<file path="config.mk">
export PLATFORM = sky130hd
export DESIGN_NAME = dmem_arbiter_d0
export DESIGN_NICKNAME = d
export VERILOG_FILES = /design/src/rtl/dmem_arb_pkg.sv /design/src/rtl/rr_arbiter2.sv /design/src/rtl/dmem_arbiter_d0.sv
export SDC_FILE = /design/constraint.sdc
export NUM_CORES = 1
export LEC_CHECK = 0
export ABC_AREA = 1
export BUFFER_PORTS_ARGS = -buffer_cell sky130_fd_sc_hd__buf_2
export CAP_MARGIN = 20
export CELL_PAD_IN_SITES_DETAIL_PLACEMENT = 1
export CELL_PAD_IN_SITES_GLOBAL_PLACEMENT = 2
export CORE_UTILIZATION = 28
export DETAILED_ROUTE_END_ITERATION = 7
export PLACE_DENSITY = 0.91
export SLEW_MARGIN = 20
export SYNTH_ARGS = -nofsm -noshare
export SYNTH_HDL_FRONTEND = slang
export SYNTH_SLANG_ARGS = --single-unit
</file>
<file path="constraint.sdc">
create_clock -name clock -period 8.9 [get_ports clock]
set_clock_uncertainty 0.1 [all_clocks]
set_input_delay 1.78 -clock clock [delete_from_list [all_inputs] [get_ports clock]]
set_output_delay 1.78 -clock clock [all_outputs]
set_load 0.005 [all_outputs]
</file>
<file path="src/rtl/dmem_arb_pkg.sv">
// Shared types and constants for the data-RAM arbiter: FSM encoding and port indices.
package dmem_arb_pkg;

  typedef enum logic [1:0] {
    StIdle   = 2'd0,
    StAccess = 2'd1,
    StResp   = 2'd2
  } arb_state_e;

  localparam logic P0 = 1'b0;
  localparam logic P1 = 1'b1;

endpackage

</file>
<file path="src/rtl/rr_arbiter2.sv">
// Two-way round-robin pick: a lone requester wins; on contention the port that was
// not served last wins. Purely combinational.
module rr_arbiter2
  import dmem_arb_pkg::*;
(
  input  logic [1:0] req_i,
  input  logic       last_i,
  output logic       grant_o,
  output logic       valid_o
);

  always_comb begin
    valid_o = |req_i;
    grant_o = P0;
    if (req_i == 2'b11) begin
      grant_o = ~last_i;
    end else if (req_i[1]) begin
      grant_o = P1;
    end
  end

endmodule

</file>
<file path="src/rtl/dmem_arbiter_d0.sv">
// Arbitrates the single-port synchronous-read data RAM between the cache side (port 0)
// and the bus/snoop side (port 1); one access in flight, registered ack/rdata returned.
module dmem_arbiter_d0
  import dmem_arb_pkg::*;
#(
  parameter int unsigned AWIDTH = 3,
  parameter int unsigned DWIDTH = 32
) (
  input  logic              clock,
  input  logic              reset,
  input  logic              req0,
  input  logic              req1,
  input  logic              we0,
  input  logic              we1,
  input  logic [AWIDTH-1:0] addr0,
  input  logic [AWIDTH-1:0] addr1,
  input  logic [DWIDTH-1:0] wdata0,
  input  logic [DWIDTH-1:0] wdata1,
  output logic              ack0,
  output logic              ack1,
  output logic [DWIDTH-1:0] rdata0,
  output logic [DWIDTH-1:0] rdata1,
  output logic              busy,
  output logic [AWIDTH-1:0] mem_addr,
  output logic [DWIDTH-1:0] mem_din,
  output logic              mem_we,
  input  logic [DWIDTH-1:0] mem_dout
);

  arb_state_e        state_q, state_d;
  logic              last_q, last_d;
  logic              gnt_q, gnt_d;
  logic              we_q, we_d;
  logic              ack0_q, ack0_d, ack1_q, ack1_d;
  logic              busy_q, busy_d;
  logic              mem_we_q, mem_we_d;
  logic [AWIDTH-1:0] mem_addr_q, mem_addr_d;
  logic [DWIDTH-1:0] mem_din_q, mem_din_d;
  logic [DWIDTH-1:0] rdata0_q, rdata0_d, rdata1_q, rdata1_d;
  logic              arb_grant, arb_valid;

  rr_arbiter2 u_arb (
    .req_i   ({req1, req0}),
    .last_i  (last_q),
    .grant_o (arb_grant),
    .valid_o (arb_valid)
  );

  always_comb begin
    state_d    = state_q;
    last_d     = last_q;
    gnt_d      = gnt_q;
    we_d       = we_q;
    ack0_d     = 1'b0;
    ack1_d     = 1'b0;
    mem_we_d   = mem_we_q;
    mem_addr_d = mem_addr_q;
    mem_din_d  = mem_din_q;
    rdata0_d   = rdata0_q;
    rdata1_d   = rdata1_q;
    unique case (state_q)
      StIdle: begin
        // The cycle carrying the previous ack never grants, so a held req is seen as new later.
        if (arb_valid && !ack0_q && !ack1_q) begin
          gnt_d      = arb_grant;
          we_d       = (arb_grant == P1) ? we1 : we0;
          mem_we_d   = (arb_grant == P1) ? we1 : we0;
          mem_addr_d = (arb_grant == P1) ? addr1 : addr0;
          mem_din_d  = (arb_grant == P1) ? wdata1 : wdata0;
          state_d    = StAccess;
        end
      end
      StAccess: begin
        mem_we_d = 1'b0;
        state_d  = StResp;
      end
      StResp: begin
        if (gnt_q == P0) begin
          ack0_d = 1'b1;
          if (!we_q) rdata0_d = mem_dout;
        end else begin
          ack1_d = 1'b1;
          if (!we_q) rdata1_d = mem_dout;
        end
        last_d  = gnt_q;
        state_d = StIdle;
      end
      default: state_d = StIdle;
    endcase
    busy_d = (state_d != StIdle);
  end

  always_ff @(posedge clock or posedge reset) begin
    if (reset) begin
      state_q    <= StIdle;
      last_q     <= P1;
      gnt_q      <= P0;
      we_q       <= 1'b0;
      ack0_q     <= 1'b0;
      ack1_q     <= 1'b0;
      busy_q     <= 1'b0;
      mem_we_q   <= 1'b0;
      mem_addr_q <= '0;
      mem_din_q  <= '0;
      rdata0_q   <= '0;
      rdata1_q   <= '0;
    end else begin
      state_q    <= state_d;
      last_q     <= last_d;
      gnt_q      <= gnt_d;
      we_q       <= we_d;
      ack0_q     <= ack0_d;
      ack1_q     <= ack1_d;
      busy_q     <= busy_d;
      mem_we_q   <= mem_we_d;
      mem_addr_q <= mem_addr_d;
      mem_din_q  <= mem_din_d;
      rdata0_q   <= rdata0_d;
      rdata1_q   <= rdata1_d;
    end
  end

  assign ack0     = ack0_q;
  assign ack1     = ack1_q;
  assign rdata0   = rdata0_q;
  assign rdata1   = rdata1_q;
  assign busy     = busy_q;
  assign mem_we   = mem_we_q;
  assign mem_addr = mem_addr_q;
  assign mem_din  = mem_din_q;

endmodule

</file>
======== Yosys cells after proc, flatten, opt, wreduce, memory -nomap -nowiden ========
Index checks and enable logic that the tools add are counted.
cells by class
  equality and inequality tests ........... 4
  mux-type cells .......................... 13
  bitwise gates (word level) .............. 3
  reductions and logical operators ........ 12
operator list
  kind                count
  $mux 32             1
  $mux 1              8
  $reduce_and 3->1    2
  $eq 2x2->1 const B  2
  $pmux 2 s2          1
  $reduce_and 2->1    2
  $reduce_bool 2->1   2
  $mux 3              1
  $not 1->1           3
  $eq 2x1->1 const B  1
  $logic_and 1x1->1   2
  $logic_not 1->1     2
  $logic_not 2->1     1
  $mux 2              1
  $ne 2x2->1 const B  1
  $pmux 1 s2          1
  $reduce_or 2->1     1
storage, ports and cells
  register bits ........................... 108
  bits of input ports ..................... 108
  output and inout bits ................... 103
  word-level logic and storage cells ...... 44

======== Depth between registers and ports, before layout ========
Gate-level depths: netlist of run 1.
  depth after elaboration ................. 6
  depth in mapped cells ................... 7

======== Hierarchy ========
A second synthesis of run 1 with hierarchy kept.
second synthesis, totals
  cells, all modules ...................... 539
  area total of the unflattened synthesis .. 4653.2 µm²
modules (own cells, without submodules)
  module           instances  cells an instance  area an instance (µm²)
  dmem_arbiter_d0  1          536                4638.2
  rr_arbiter2      1          3                  15.0

======== Worst setup path after synthesis of run 1 ========
No wires, ideal clock.
  path type ............................... input -> register
  from .................................... input req1
  to ...................................... register mem_din_q[10], in the netlist mem_din[10]
  library setup time ...................... 116 ps
  arrival ................................. 2410 ps
  data required time ...................... 8684 ps
  path slack .............................. 6273 ps
  stages on the path ...................... 7
  buffers on the path ..................... 2
  cell sequence ........................... buf_2 > nand2_2 > buf_4 > nand2_1 > nand2_1 > nand2_1 > nand2_1
between the ends
  longest elaborated chain between the ends .. 4
ends and longest elaborated chain
  item                            RTL line                source
  start, declared                 dmem_arbiter_d0.sv:12   input logic req1,
  $reduce_or 2->1                 rr_arbiter2.sv:13       valid_o = |req_i;
  $logic_and 1x1->1 (2 in a row)  dmem_arbiter_d0.sv:64   if (arb_valid && !ack0_q && !ack1_q) begin
  $reduce_and 2->1 (no line)      -
  end signal, assigned            dmem_arbiter_d0.sv:117  mem_din_q <= mem_din_d;
  end, declared                   dmem_arbiter_d0.sv:38   logic [DWIDTH-1:0] mem_din_q, mem_din_d;
Several ways; a longest one is shown, not always the timed one.
A chain may end at the register's enable or synchronous reset.

======== Worst setup path after layout of run 1 ========
  from .................................... input req1
  to ...................................... register gnt_q
between the ends
  longest elaborated chain between the ends .. 4
ends and longest elaborated chain
  item                            RTL line                source
  $reduce_or 2->1                 rr_arbiter2.sv:13
  $logic_and 1x1->1 (2 in a row)  dmem_arbiter_d0.sv:64
  $reduce_and 2->1 (no line)      -
  end signal, assigned            dmem_arbiter_d0.sv:110  gnt_q <= gnt_d;
  end, declared                   dmem_arbiter_d0.sv:32   logic gnt_q, gnt_d;
Several ways; a longest one is shown, not always the timed one.

==> flow_metrics.tcl, run 1 <==
set metrics [dict create \
    layoutNonFillerInstCount 962 \
    worst_slew_pin_slew_ps 1010 \
    crit_path_end "gnt_q" \
    routed_wl_um 13200 \
    grt.met2_usage 0.259 \
    most_common_library_cell_in_the_layout_ignoring_fill_and_taps "sky130_fd_sc_hd__nand2_1" \
    rsz_0062_raised_after_global_routing "no" \
    gr-usage-met1 0.206 \
    clock_insertion_delay_worst_skew_ps 340 \
    grt_use_total 0.156 \
    cp_max_fo 40 \
    rows 47 \
    die_area_um2 17600 \
    drive_above_1_share 0.383 \
    wl_per_cell_um 13.7 \
    path_cells "buf_2, inv_1, nand2_1, nand3_2, nand2_1, o21ai_1" \
    cts-hold-fix-buffers 0 \
    synth.lib_cells_used.distinct 20 \
    drt-pass1-iter-count 4 \
    final_worst_path_period_need_ps 3460 \
    hold_path_class "reg2reg" \
    crit_buf_inv 2 \
    antenna-diode-count 0 \
    vdd_drop_max_mv 0.141 \
    synthToLayoutAreaGrowth_pct 30.0 \
    placed_cells_incl_taps 945 \
    placeableCoreArea_um2 16600 \
    timing.setup.critical_path_class "in2reg" \
    synth.net_count 651 \
    route.detailed.drc 0 \
    worstPathRequired_ps 9000 \
    routed_via_density 4.27 \
    via_count 4103 \
    timing.max_cap.violations 0 \
    maximum_number_of_buffers_from_clock_root_to_sink 2 \
    grt_pass1_wl_um 22000 \
    crit_cells 6 \
    timing.final.hold_violations 0 \
    leakagePower_uw 0.00357 \
    floorplan.die.height_um 133 \
    netlist_area_um2 4780 \
    yosys.area.top_type "sky130_fd_sc_hd__dfrtp_1" \
    worst_ep_arrival_time_ps 3560 \
    slew_viol_final 0 \
    clkSlewWorstSetupHoldPaths_ps 70 \
    grtUsageMet3 0.0264 \
    critical_path.reg2reg.endpoint "mem_din[0]" \
    power.total_uw 2110 \
    io_pins 211 \
    htree_num_levels 3 \
    run_status "completed" \
    numCtsBuffers 9 \
    min_period_over_period 0.389 \
    cells_after_synthesis 543 \
    crit_path_start_kind "input port" \
    setup-tns-final_ps 0 \
    dpl.hpwl_um 9210 \
    drt-initial-drc-count 171 \
    worst_setup_path_startpoint "req1" \
    cts_num_sinks 108 \
    synth.avg_cell_area_um2 8.80 \
    vias_in_the_first_global_route 4241 \
    yosys-top-cells-area "sky130_fd_sc_hd__dfrtp_1 (56%), sky130_fd_sc_hd__nand2_1 (19%), sky130_fd_sc_hd__o21ai_2 (5.9%), sky130_fd_sc_hd__nand3_1 (4.0%), sky130_fd_sc_hd__inv_1 (3.1%)" \
    finalWeightedCongestion 0.709 \
    timing.fmax_mhz 289 \
    grt_antenna_before_repair 0 \
    setup.worst_path.end_class "flip-flop" \
    cts_setup_buffers 0 \
    finalNetCount 845 \
    port-buffer-count 210 \
    die_width_um 133 \
    cpMostUsedCell "sky130_fd_sc_hd__nand2_1" \
    layout.cells.most_common_list "sky130_fd_sc_hd__nand2_1 (237), sky130_fd_sc_hd__buf_2 (210), sky130_fd_sc_hd__dfrtp_1 (107)" \
    tritoncts "done" \
    initial_core_util 0.287 \
    finalSetupViolations 0 \
    grt_start_max_net_pins 77 \
    gr-max-usage-layer "met2" \
    setup.reg_to_reg.worst_slack_ps 6650 \
    synth.yosys.seq_area_share 0.566 \
    rr_startpoint "last_q" \
    worst_slew_margin_rel 0.324 \
    slowest_delay_ps 670 \
    global_route.overflow_total 0 \
    antenna_left 0 \
    reg2reg_depth 6 \
    post_cts_resized 0 \
    crit_family "simple AND/OR/NAND/NOR gates" \
    crit_slowest_cell "sky130_fd_sc_hd__nand3_2" \
    synth-seq-cells 108 \
    synth_warnings 0 \
    clock-root-buffer "sky130_fd_sc_hd__clkbuf_16" \
    yosys_top_cell_area_share 0.560 \
    powerDensity_nw_per_um2 340 \
]
-- Yosys cell counts --
master	number
sky130_fd_sc_hd__nand2_1	237
sky130_fd_sc_hd__dfrtp_1	107
sky130_fd_sc_hd__inv_1	39
sky130_fd_sc_hd__nand3_1	38
sky130_fd_sc_hd__o21ai_2	32
sky130_fd_sc_hd__o21ai_1	23
sky130_fd_sc_hd__buf_2	16
sky130_fd_sc_hd__nand2_2	16
sky130_fd_sc_hd__buf_6	10
sky130_fd_sc_hd__o21ai_0	10
sky130_fd_sc_hd__nor2_1	4
sky130_fd_sc_hd__buf_4	3
sky130_fd_sc_hd__dfstp_2	1
sky130_fd_sc_hd__inv_2	1
sky130_fd_sc_hd__nand2_4	1
sky130_fd_sc_hd__nand3_4	1
sky130_fd_sc_hd__nor2_2	1
sky130_fd_sc_hd__nor2_4	1
sky130_fd_sc_hd__nor2_8	1
sky130_fd_sc_hd__nor3_1	1
-- routing by layer --
| metal | up-vias | share of wire |
|---|---|---|
| met3 | 9 | 0.050 |
| li1 | 2076 | - |
| met2 | 110 | 0.48 |
| met5 | - | 0 |
| met1 | 1908 | 0.46 |
| met4 | 0 | 0.011 |
-- kinds of logic after synthesis --
family / Yosys count / synth area share
buffers and inverters: 69 / 0.0764
AO/OA/AOI/OAI: 65 / 0.0932
flip-flops: 108 / 0.566
AND/OR/NAND/NOR: 301 / 0.265
-- worst min path at each step --
| stage | start | to | slack [ps] | depth (start not counted) |
|---|---|---|---|---|
| after floorplan | we_q | we_q | 370 | 2 |
| after global placement | mem_addr[0] | mem_addr[0] | 360 | 2 |
| after detailed placement | mem_din[23] | mem_din[23] | 360 | 2 |
| after CTS | mem_din[12] | mem_din[12] | 380 | 2 |
| after global routing | mem_addr[0] | mem_addr[0] | 390 | 2 |
| final | mem_din[12] | mem_din[12] | 380 | 2 |
-- flip-flops by register name (all words and copies together), names as in the netlist --
signal,count
mem_din,32
gnt_q,1
ack0,1
rdata1,32
ack1,1
mem_addr,3
we_q,1
mem_we,1
state_q,2
last_q,1
busy,1
rdata0,32
-- area by class of cell --
class	count	area, um2
Timing Repair Buffer	212	1080
Inverter	40	153
Clock inverter	5	43.8
Clock buffer	11	243
Multi-Input combinational cell	366	1720
Fill cell	2081	10400
Sequential cell	108	2700
Tap cell	220	275
-- worst reg2reg max path, stage by stage, from the launching register on --
cell                      delay, ps
sky130_fd_sc_hd__dfstp_2        540
sky130_fd_sc_hd__nand2_2        400
sky130_fd_sc_hd__nand2_2        770
sky130_fd_sc_hd__nand2_1        140
sky130_fd_sc_hd__nand2_1        110
sky130_fd_sc_hd__nand2_1         60
sky130_fd_sc_hd__nand2_1         70
-- stage by stage --
step | worst slack [ps] | cell area, um2 | hold WS [ps] | util
2_1_floorplan | 4180 | 4780 | 371 | -
4_1_cts | 5370 | 6190 | 380 | 0.372
3_5_place_dp | 5020 | 5910 | 360 | 0.355
5_1_grt | 5230 | 6210 | 392 | 0.373
6_report | 5440 | 6210 | 379 | 0.373
3_3_place_gp | 5040 | 5910 | 360 | 0.355
-- power breakdown --
group,internal (uW),switching (uW),total [uW]
registers,737,132,869
logic,357,501,858
clock network,201,186,387
total,1300,819,2110
Power figures use the tool's default switching activity.
==> inputs of run 2 (changes only) <==
Settings changed: ABC_AREA 1 to 0, CORE_UTILIZATION 28 to 30, PLACE_DENSITY 0.91 to 0.86.
Clock period 8.9 ns to 3.4 ns, I/O delays scaled along.
==> run 2 against run 1 <==
  * The run now ends with design-rule violations left
  * Die area shrank 11%
  * Design area down 1.5%
  * Critical path depth is 3 lower
  * Via count fell by 25%
  * Routed wire length fell by 17%
  * Hold slack better by 14 ps
  * Synthesized cell count is 49% lower
  * First-iteration DRC count decreased by 39%
  * Critical endpoint is now mem_din[15]
  * Largest power group unchanged
  * Highest routed layer unchanged
==> flow_metrics.tcl, run 2 <==
set metrics [dict create \
    run_status "finished, violations left" \
    failing_checks "design-rule violations" \
    routed_wl_um 11000 \
    port-buffer-count 210 \
    gr-max-usage-layer "met2" \
    crit_cells 3 \
    hold_path_class "reg2reg" \
    grt_use_total 0.147 \
    stdcell_area_um2 6120 \
    maximum_number_of_buffers_from_clock_root_to_sink 2 \
    drt-pass1-iter-count 6 \
    slowest_delay_ps 820 \
    dpl.hpwl_um 8040 \
    gr-usage-met1 0.172 \
    setup.worst_path.end_class "flip-flop" \
    finalWeightedCongestion 0.682 \
    synth.most_common_cell "sky130_fd_sc_hd__dfrtp_1" \
    worstPathRequired_ps 3520 \
    crit_family "compound AO/OA/AOI/OAI gates" \
    timing.fmax_mhz 445 \
    timing.setup.critical_path_class "reg2reg" \
    global_route.overflow_total 0 \
    critical_path.reg2reg.endpoint "mem_din[15]" \
    most_common_library_cell_in_the_layout_ignoring_fill_and_taps "sky130_fd_sc_hd__buf_2" \
    slew_viol_final 0 \
    yosys.area.top_type "sky130_fd_sc_hd__dfrtp_1" \
    grt_pass1_wl_um 18200 \
    reg2reg_depth 3 \
    placed_area_um2 5820 \
    die_area_um2 15700 \
    setup-tns-final_ps 0 \
    finalSetupViolations 0 \
    leakagePower_uw 0.00304 \
    crit_path_end "mem_din[15]" \
    numCtsBuffers 9 \
    synth.net_count 385 \
    worst_ep_arrival_time_ps 2370 \
    clkSlewWorstSetupHoldPaths_ps 80 \
    post_cts_resized 0 \
    routed_via_density 4.57 \
    min_period_over_period 0.661 \
    crit_buf_inv 0 \
    clock-root-buffer "sky130_fd_sc_hd__clkbuf_16" \
    yosys_top_cell_area_share 0.586 \
    cells_after_synthesis 277 \
    synthToLayoutAreaGrowth_pct 34.0 \
    antenna-diode-count 0 \
    grt_antenna_before_repair 0 \
    wl_per_cell_um 16.2 \
    final_worst_path_period_need_ps 2250 \
    timing.final.hold_violations 0 \
    ys_async_sr_fraction 1.00 \
    setup.reg_to_reg.worst_slack_ps 1150 \
    htree_num_levels 3 \
    powerDensity_nw_per_um2 881 \
    route.detailed.drc 15 \
    synth_enable_flop_cells 0 \
    clock_insertion_delay_worst_skew_ps 350 \
    floorplan.die.height_um 125 \
    fin_worst_hold_slack_ps 393 \
    grt.met2_usage 0.261 \
    io_pins 211 \
    worst_setup_path_startpoint "state_q[1]" \
    power.total_uw 5390 \
    synth-seq-cells 108 \
    grtUsageMet3 0.0368 \
    path_cells "nor4_1, o21a_2, mux2_2" \
    crit_path_start_kind "flip-flop" \
    rr_startpoint "state_q[1]" \
    synth.lib_cells_used.distinct 19 \
    cp_max_fo 37 \
    cts-hold-fix-buffers 0 \
    yosys-top-cells-area "sky130_fd_sc_hd__dfrtp_1 (59%), sky130_fd_sc_hd__mux2_2 (25%), sky130_fd_sc_hd__mux2_4 (9.2%), sky130_fd_sc_hd__mux2_1 (1.7%), sky130_fd_sc_hd__buf_4 (1.2%)" \
    synth.avg_cell_area_um2 16.5 \
    synth_warnings 0 \
    worst_slew_pin_slew_ps 990 \
    grt_start_max_net_pins 109 \
    initial_core_util 0.311 \
    netlist_area_um2 4570 \
    synth.yosys.seq_area_share 0.592 \
    drive_above_1_share 0.738 \
    finalCoreUtilization 0.416 \
    tritoncts "done" \
    drt-initial-drc-count 105 \
    crit_slowest_cell "sky130_fd_sc_hd__o21a_2" \
    timing.max_cap.violations 0 \
    vdd_drop_max_mv 0.362 \
    cts_setup_buffers 0 \
    synth-main-ff-cell "sky130_fd_sc_hd__dfrtp_1" \
    antenna_left 0 \
    finalNetCount 596 \
    rsz_0062_raised_after_global_routing "no" \
    vias_in_the_first_global_route 3512 \
    via_count 3096 \
    synth.cells.most_frequent "sky130_fd_sc_hd__dfrtp_1 (107), sky130_fd_sc_hd__mux2_2 (100), sky130_fd_sc_hd__mux2_4 (28), sky130_fd_sc_hd__buf_4 (7), sky130_fd_sc_hd__mux2_1 (7)" \
    rows 44 \
    placeableCoreArea_um2 14700 \
    layout.cells.most_common_list "sky130_fd_sc_hd__buf_2 (210), sky130_fd_sc_hd__dfrtp_1 (107), sky130_fd_sc_hd__mux2_2 (100)" \
    worst_slew_margin_rel 0.339 \
    cts_num_sinks 108 \
    die_width_um 125 \
]
## run 2: per-layer routing
| layer | vias to the layer above | wire [um] |
|---|---|---|
| met5 | - | 0 |
| met4 | 0 | 172 |
| met3 | 11 | 746 |
| met2 | 118 | 5750 |
| met1 | 1560 | 4290 |
| li1 | 1407 | - |
## run 2: cells by family (layout without fill, tap and decap cells)
family          count (synthesis)  after routing  synth area share
compound gates                  2              2           0.00329
buf+inv                        18            234            0.0280
flops                         108            108             0.592
mux                           138            138             0.363
simple gates                   11             11            0.0140
## run 2: metrics by stage
stage | setup WS (ps) | instances
global route | 1020 | 677
detailed placement | 1030 | 661
global placement | 1080 | 661
CTS | 1080 | 677
finish | 1150 | 677
floorplan | 1320 | 277
## run 2: worst min-delay path by stage
| stage | from | end | depth (start not counted) |
|---|---|---|---|
| final | rdata1[7] | rdata1[7] | 1 |
| after global routing | mem_din[31] | mem_din[31] | 1 |
| after CTS | rdata1[7] | rdata1[7] | 1 |
| after detailed placement | rdata1[7] | rdata1[7] | 1 |
| after global placement | rdata0[25] | rdata0[25] | 1 |
| after floorplan | last_q | last_q | 2 |
## run 2: report_power, final
| group | total, uW | switching [uW] | leakage [uW] | internal, uW |
|---|---|---|---|---|
| combinational | 2060 | 834 | 0.00160 | 1230 |
| clock | 1050 | 471 | 0.000146 | 575 |
| sequential | 2280 | 339 | 0.00130 | 1940 |
## run 2: layout make-up
type,count,area [um2]
repair buffers,214,1110
inverters,4,18.8
clock inverters,7,77.6
flip-flops and latches,108,2700
well taps,184,230
multi-input cells,151,1760
fillers,1575,8580
clock buffers,9,225
